==> src/rtl/ps_pot_ctrl.sv <==
// Digital-pot sequencer: SPI power-up (reset, config, initial wiper write), then closed-loop wiper trim.
// Build macro PSPOT_LOCK_EN adds the lock output and the LOCK_CNT parameter.
module ps_pot_ctrl #(
    parameter int ADC_W        = 10,
    parameter int D_W          = 10,
    parameter int THRESH       = 4,
    parameter int STEP         = 1,
    parameter int D_MIN        = 0,
    parameter int D_MAX        = 2**D_W - 1,
    parameter int ADJ_INTERVAL = 1000,
    parameter int INV_POL      = 0
`ifdef PSPOT_LOCK_EN
    ,
    parameter int LOCK_CNT     = 8
`endif
) (
    input  logic             clk,
    input  logic             reset,
    input  logic             start,
    input  logic             adj_en,
    input  logic [D_W-1:0]   init_code,
    input  logic [ADC_W-1:0] ps_dig,
    input  logic             dig_valid,
    input  logic [ADC_W-1:0] ps_ref,
    output logic [7:0]       tx_byte,
    output logic             tx_dv,
    input  logic             tx_ready,
    input  logic             cs_n,
    output logic [D_W-1:0]   pot_code,
    output logic [3:0]       state,
    output logic             init_done,
    output logic             busy,
    output logic             sat
`ifdef PSPOT_LOCK_EN
    ,
    output logic             lock
`endif
);

    typedef enum logic [3:0] {
        S_IDLE     = 4'd0,
        S_RST_HI   = 4'd1,
        S_RST_LO   = 4'd2,
        S_RST_WAIT = 4'd3,
        S_CFG_HI   = 4'd4,
        S_CFG_LO   = 4'd5,
        S_CFG_WAIT = 4'd6,
        S_WR_HI    = 4'd7,
        S_WR_LO    = 4'd8,
        S_WR_WAIT  = 4'd9,
        S_RUN      = 4'd10
    } state_t;

    localparam int CNT_W = (ADJ_INTERVAL > 2) ? $clog2(ADJ_INTERVAL) : 1;
    localparam logic [CNT_W-1:0]    CNT_LAST = CNT_W'(ADJ_INTERVAL - 1);
    localparam logic [D_W:0]        DMIN_X   = (D_W+1)'(D_MIN);
    localparam logic [D_W:0]        DMAX_X   = (D_W+1)'(D_MAX);
    localparam logic [D_W:0]        STEP_X   = (D_W+1)'(STEP);
    localparam logic signed [ADC_W:0] THR_S  = (ADC_W+1)'(THRESH);

    state_t             state_q;
    logic [7:0]         tx_byte_q;
    logic               tx_dv_q;
    logic [D_W-1:0]     pot_code_q;
    logic [D_W-1:0]     pend_q;
    logic               init_done_q;
    logic               busy_q;
    logic               sat_q;
    logic               cs_seen_q;
    logic [CNT_W-1:0]   cnt_q;
    logic               held_q;
    logic [ADC_W-1:0]   dig_held_q;

    logic signed [ADC_W:0] err;
    logic               err_hi;
    logic               err_lo;
    logic               step_up;
    logic               step_dn;
    logic               decide;
    logic [D_W:0]       code_ext;
    logic [D_W:0]       code_sum;
    logic [D_W:0]       code_dif;
    logic [D_W:0]       step_code;
    logic [D_W:0]       init_ext;
    logic [D_W:0]       init_clamp;
    logic [9:0]         wr_data;
    logic [7:0]         hi_byte;
    logic [7:0]         lo_byte;

    // NOTE: every always_comb output gets a default first so no path can infer a latch.
    always_comb begin
        err       = $signed({1'b0, dig_held_q}) - $signed({1'b0, ps_ref});
        err_hi    = err > THR_S;
        err_lo    = err < -THR_S;
        step_up   = (INV_POL != 0) ? err_hi : err_lo;
        step_dn   = (INV_POL != 0) ? err_lo : err_hi;
        decide    = (state_q == S_RUN) && (cnt_q == CNT_LAST) && adj_en && held_q;

        code_ext  = {1'b0, pot_code_q};
        code_sum  = code_ext + STEP_X;
        code_dif  = code_ext - STEP_X;
        step_code = code_ext;
        if (step_up) begin
            step_code = (code_sum > DMAX_X) ? DMAX_X : code_sum;
        end else if (step_dn) begin
            // A borrow out of the extended subtraction sets the top bit.
            step_code = (code_dif[D_W] || (code_dif < DMIN_X)) ? DMIN_X : code_dif;
        end

        init_ext   = {1'b0, init_code};
        init_clamp = init_ext;
        if (init_ext < DMIN_X) begin
            init_clamp = DMIN_X;
        end else if (init_ext > DMAX_X) begin
            init_clamp = DMAX_X;
        end
    end

    always_comb begin
        wr_data = 10'(pend_q);
        hi_byte = 8'h00;
        lo_byte = 8'h00;
        case (state_q)
            S_RST_HI, S_RST_LO: begin
                hi_byte = 8'h10;
                lo_byte = 8'h00;
            end
            S_CFG_HI, S_CFG_LO: begin
                hi_byte = 8'h18;
                lo_byte = 8'h02;
            end
            S_WR_HI, S_WR_LO: begin
                hi_byte = {6'b000001, wr_data[9:8]};
                lo_byte = wr_data[7:0];
            end
            default: ;
        endcase
    end

    // NOTE: state is updated with non-blocking assignments; reset is sampled on the clock edge.
    always_ff @(posedge clk) begin
        if (reset) begin
            state_q     <= S_IDLE;
            tx_byte_q   <= 8'h00;
            tx_dv_q     <= 1'b0;
            pot_code_q  <= DMIN_X[D_W-1:0];
            pend_q      <= DMIN_X[D_W-1:0];
            init_done_q <= 1'b0;
            busy_q      <= 1'b0;
            sat_q       <= 1'b0;
            cs_seen_q   <= 1'b0;
            cnt_q       <= '0;
            held_q      <= 1'b0;
            dig_held_q  <= '0;
        end else begin
            tx_dv_q <= 1'b0;

            // A fresh sample always wins over the consumption of the old one.
            if (dig_valid) begin
                dig_held_q <= ps_dig;
                held_q     <= 1'b1;
            end else if (decide) begin
                held_q <= 1'b0;
            end

            case (state_q)
                S_IDLE: begin
                    if (start) begin
                        pend_q  <= init_clamp[D_W-1:0];
                        state_q <= S_RST_HI;
                    end
                end
                S_RST_HI, S_CFG_HI, S_WR_HI: begin
                    if (tx_ready) begin
                        tx_byte_q <= hi_byte;
                        tx_dv_q   <= 1'b1;
                        busy_q    <= 1'b1;
                        cs_seen_q <= 1'b0;
                        state_q   <= state_t'(state_q + 4'd1);
                    end
                end
                S_RST_LO, S_CFG_LO, S_WR_LO: begin
                    if (!cs_n) begin
                        cs_seen_q <= 1'b1;
                    end
                    // The gap on tx_dv_q keeps the two byte pulses at least a cycle apart.
                    if (tx_ready && !tx_dv_q) begin
                        tx_byte_q <= lo_byte;
                        tx_dv_q   <= 1'b1;
                        state_q   <= state_t'(state_q + 4'd1);
                    end
                end
                S_RST_WAIT, S_CFG_WAIT, S_WR_WAIT: begin
                    if (!cs_n) begin
                        cs_seen_q <= 1'b1;
                    end
                    if (cs_seen_q && cs_n && tx_ready) begin
                        busy_q    <= 1'b0;
                        cs_seen_q <= 1'b0;
                        if (state_q == S_RST_WAIT) begin
                            state_q <= S_CFG_HI;
                        end else if (state_q == S_CFG_WAIT) begin
                            state_q <= S_WR_HI;
                        end else begin
                            pot_code_q  <= pend_q;
                            init_done_q <= 1'b1;
                            cnt_q       <= '0;
                            state_q     <= S_RUN;
                        end
                    end
                end
                S_RUN: begin
                    if (cnt_q == CNT_LAST) begin
                        cnt_q <= '0;
                    end else begin
                        cnt_q <= cnt_q + CNT_W'(1);
                    end
                    if (decide) begin
                        if (step_up || step_dn) begin
                            if (step_code != code_ext) begin
                                pend_q  <= step_code[D_W-1:0];
                                sat_q   <= 1'b0;
                                state_q <= S_WR_HI;
                            end else begin
                                sat_q <= 1'b1;
                            end
                        end else begin
                            sat_q <= 1'b0;
                        end
                    end
                end
                default: state_q <= S_IDLE;
            endcase
        end
    end

`ifdef PSPOT_LOCK_EN
    localparam int LK_W = $clog2(LOCK_CNT + 1);
    localparam logic [LK_W-1:0] LOCK_LAST = LK_W'(LOCK_CNT - 1);

    logic [LK_W-1:0] lock_cnt_q;
    logic            lock_q;

    // Counts consecutive in-band decisions; any out-of-band decision restarts the run.
    always_ff @(posedge clk) begin
        if (reset) begin
            lock_cnt_q <= '0;
            lock_q     <= 1'b0;
        end else if (state_q != S_RUN) begin
            lock_cnt_q <= '0;
            lock_q     <= 1'b0;
        end else if (decide) begin
            if (step_up || step_dn) begin
                lock_cnt_q <= '0;
                lock_q     <= 1'b0;
            end else if (lock_cnt_q == LOCK_LAST) begin
                lock_q <= 1'b1;
            end else begin
                lock_cnt_q <= lock_cnt_q + LK_W'(1);
            end
        end
    end

    assign lock = lock_q;
`endif

    assign tx_byte   = tx_byte_q;
    assign tx_dv     = tx_dv_q;
    assign pot_code  = pot_code_q;
    assign state     = state_q;
    assign init_done = init_done_q;
    assign busy      = busy_q;
    assign sat       = sat_q;

endmodule

==> config.mk <==
export PLATFORM = sky130hd
export DESIGN_NAME = ps_pot_ctrl
export DESIGN_NICKNAME = d
export VERILOG_FILES = /design/src/rtl/ps_pot_ctrl.sv
export SDC_FILE = /design/constraint.sdc
export NUM_CORES = 1
export LEC_CHECK = 0
export CORE_AREA = 2 2 94 105
export CTS_CLUSTER_DIAMETER = 200
export CTS_CLUSTER_SIZE = 12
export DETAILED_ROUTE_END_ITERATION = 6
export DIE_AREA = 0 0 96 107
export GPL_TIMING_DRIVEN = 0
export PLACE_DENSITY = 0.7
export SLEW_MARGIN = 5
export SYNTH_ARGS = -nofsm -noshare
export SYNTH_HDL_FRONTEND = slang
export SYNTH_SLANG_ARGS = --single-unit
==> constraint.sdc <==
create_clock -name clk -period 5.3 [get_ports clk]
set_input_delay 1.06 -clock clk [delete_from_list [all_inputs] [get_ports clk]]
set_output_delay 1.06 -clock clk [all_outputs]
set_load 0.1 [all_outputs]
==> results.yml <==
sta:
  max_freq_ghz: 0.206
  fin_setup_tns_ns: 0
  period_share_pct: 91.7
  timing.final.crit_period_ns: 4.86
  tightestPinTransition_ns: 1.05
  fin_worst_skew_ns: 0.0186
  fin_ws_ns: 0.442
  maxSlewViolCount: 0
  hold_violations: 0
  setup-violations-final: 0
  slew_headroom_pct: 29.7
  grt_setup_unrepaired: "false"
synthesis:
  async_reset_ff_share_pct: 0
  yosysSeqAreaShare_pct: 28.6
  synth_flop_cell: "dfxtp_1"
  synth-seq-cells: 58
  syn-num-nets: 576
  yosysUniqueCellTypes: 69
  syn_avg_cell_area_um2: 7.80
  netlist_instances: 520
  synth_warnings: 0
  mappedNetlistArea_um2: 4060
  synth-edff-count: 0
setup_path:
  path_class: "in -> reg"
  timing.rr.start: "pot_code[0]"
  worst_path_dominant_cell_family: "compound AO/OA/AOI/OAI gates"
  slowest_stage: "o31ai_4"
  reg2regPathDepth: 13
  critPathRequiredTime_ns: 5.54
  path_buf_inv: 3
  crit_path_end_kind: "flop"
  start_kind: "primary input"
  timing.rr.end: "pend_q[2]"
  rrSetupSlack_ns: 1.25
  cp.arrival_ns: 5.09
  crit_path_cell_trace: "clkdlybuf4s50_1 -> ha_1 -> inv_1 -> fa_1 -> a211oi_2 -> o21ai_2 -> or3_1 -> a311o_1 -> o41ai_4 -> o32ai_2 -> o31ai_4 -> and2_2 -> buf_6 -> mux2_4"
  path_max_fanout: 10
  slowest_delay_ns: 0.55
place:
  dp.cells: 699
  dpl.hpwl_um: 8630
  place_congestion: 0.951
  io_buffers: 62
  place_ws_ns: 0.0895
  place_area_um2: 4820
routing:
  drt_wl_total_um: 11400
  avgViaCountPerCell: 5.75
  drtIter0Drc: 260
  wl_per_cell_um: 16.0
  drc_errors: 0
  drt_pass1_iterations: 6
  vias: 4112
  final_antenna_net_count: 0
pwr:
  power.switching_w: 0.000757
  p_seq_share_pct: 31.6
  p_clk_share_pct: 22.7
  ir_drop_uv: 342
  p_leak_nw: 1.92
  switching_share_pct: 44.7
  comb_power_share_pct: 45.7
  power_density_nw_per_um2: 339
  p_int_w: 0.000939
layout:
  insertedDiodeCount: 0
  design_area_um2: 5000
  fill_cells: 893
  fin_util_pct: 54.3
  fin_nets: 649
  drive_gt1_share_pct: 7.19
  stdcell_count: 715
  syn_to_final_growth_pct: 23.3
clock_tree:
  clockBufferDepth: 2
  postCtsHoldBufs: 0
  cts_setup_buffers: 0
  clk_pin_slew_ns: 0.07
  cts_resized: 0
  cts_buffers: 9
  cts.sinks: 58
  cts_tree: "yes"
  htreeDepth: 3
  clock_latency_ns: 0.36
  clock-root-buffer: "clkbuf_8"
hold_path:
  hold_start: "tx_byte[4]"
  min_to: "tx_byte[4]"
  hold_path.class: "reg -> reg"
  hold_depth: 2
floorplanning:
  core_area_um2: 9210
  die_w_um: 96
  fp.dieH_um: 107
  die_area_um2: 10300
  io-pin-count: 63
  num_rows: 37
  start_util_pct: 44.0
job:
  cap_violations: 0
global_routing:
  use_met3_pct: 5.48
  grt_pass1_wl_um: 18600
  grtUsageTotal_pct: 23.2
  busiest_layer: "met2"
  use_met2_pct: 38.3
  antenna_found_initial: 0
  use_met1_pct: 28.1
  grt_max_degree: 12
  grt-ovfl-total: 0
  grt_pass1_vias: 3931
outcome:
  status: "complete, no violations"
final cells by class:
class / count / area [um2] / area share (%)
Multi-Input combinational cell: 403 / 2660 / 53.2
Inverter: 32 / 120 / 2.40
Buffer: 27 / 115 / 2.30
Clock inverter: 6 / 41.3 / 0.825
Tap cell: 117 / 146 / 2.93
Sequential cell: 58 / 1160 / 23.2
Timing Repair Buffer: 62 / 621 / 12.4
Clock buffer: 10 / 138 / 2.75
per-stage QoR:
| stage | total power [W] | hold slack, ns |
|---|---|---|
| 2_1_floorplan | 0.00112 | 0.448 |
| 4_1_cts | 0.00170 | 0.497 |
| 6_report | 0.00170 | 0.491 |
| 3_3_place_gp | 0.00130 | 0.463 |
| 3_5_place_dp | 0.00131 | 0.483 |
| 5_1_grt | 0.00180 | 0.515 |
logic make-up (layout without fill, tap and decap cells):
kind of cell               count (synthesis)  after routing  share of synthesized area, %
and+or+nand+nor                          195            195                          23.4
adders and majority gates                 19             19                          6.04
AOI/OAI and AO/OA                        134            134                          22.7
muxes                                     38             38                          9.77
DFF                                       58             58                          28.6
buffers and inverters                     59            137                          5.80
xor gates and xnor gates                  17             17                          3.67
layer usage:
layer | vias up | wire length, um
met5 | - | 0
met1 | 1907 | 4930
met4 | 0 | 347
met3 | 27 | 694
li1 | 2028 | -
met2 | 150 | 5450
worst register-to-register path, cell delays in order (launching register included):
cell and delay (ns):
dfxtp_1 0.52, clkbuf_1 0.41, inv_1 0.18, ha_1 0.41, nor3b_1 0.26, nand3_1 0.11, nor3_1 0.22, o21ai_0 0.24
a21oi_1 0.24, o32ai_2 0.14, o31ai_4 0.55, and2_2 0.24, buf_6 0.12, mux2_4 0.29
synthesized netlist by cell type (all sizes together) (5+ instances only):
library cell / instances / area (um2)
a211oi: 8 / 65.1
a21oi: 37 / 185
a31oi: 8 / 50.1
and3: 5 / 31.3
buf: 9 / 47.6
clkbuf: 18 / 67.6
dfxtp: 58 / 1160
ha: 18 / 225
inv: 31 / 116
mux2: 7 / 86.3
mux2i: 31 / 310
nand2: 29 / 109
nand2b: 8 / 50.1
nand3: 19 / 95.1
nand4: 10 / 62.6
nor2: 75 / 282
nor2b: 7 / 43.8
nor3: 17 / 85.1
nor4: 5 / 46.3
o21a: 6 / 45.0
o21ai: 31 / 159
or3: 6 / 37.5
xnor2: 7 / 61.3
xor2: 10 / 87.6
state kept, by name, indices dropped and copies added (netlist names), 4 cells and up:
signal      count
state           4
dig_held_q     10
pot_code       10
cnt_q          10
pend_q         10
tx_byte         8
cells in the final DEF, fill, tap and decap left out, types with 4 or more instances in the layout:
master / count
o211ai_1: 4
nand4_1: 10
xnor2_1: 7
mux2i_1: 31
nor2b_1: 7
clkbuf_8: 10
buf_1: 5
a21oi_1: 37
a211oi_1: 7
xor2_1: 10
a31oi_1: 8
dfxtp_1: 58
nand2b_1: 8
clkdlybuf4s50_1: 62
clkbuf_1: 18
mux2_2: 5
o21ai_0: 27
or3_1: 6
o21a_1: 6
nor2_1: 75
nor4_1: 4
or4_1: 4
nand3_1: 19
ha_1: 18
nor3_1: 17
o221ai_1: 4
inv_1: 31
and3_1: 5
nand2_1: 29
power by group through the flow:
stage | clock, W | sequential (W) | combinational, W
5_1_grt | 0.000410 | 0.000543 | 0.000851
3_5_place_dp | 0 | 0.000546 | 0.000769
4_1_cts | 0.000391 | 0.000536 | 0.000772
3_3_place_gp | 0 | 0.000544 | 0.000759
2_1_floorplan | 0 | 0.000666 | 0.000454
6_report | 0.000385 | 0.000536 | 0.000775
worst max-delay path by stage:
stage	from	endpoint	slack [ns]	cells after the start
6_report	ps_ref[0]	pend_q[2]	0.44	14
3_3_place_gp	ps_ref[0]	pend_q[1]	0.12	14
3_5_place_dp	ps_ref[0]	pend_q[2]	0.09	14
4_1_cts	ps_ref[0]	pend_q[2]	0.46	14
2_1_floorplan	ps_ref[0]	pend_q[1]	0.98	13
5_1_grt	ps_ref[0]	pend_q[1]	0.21	14
Note: power is estimated with default switching activity, not from simulation.
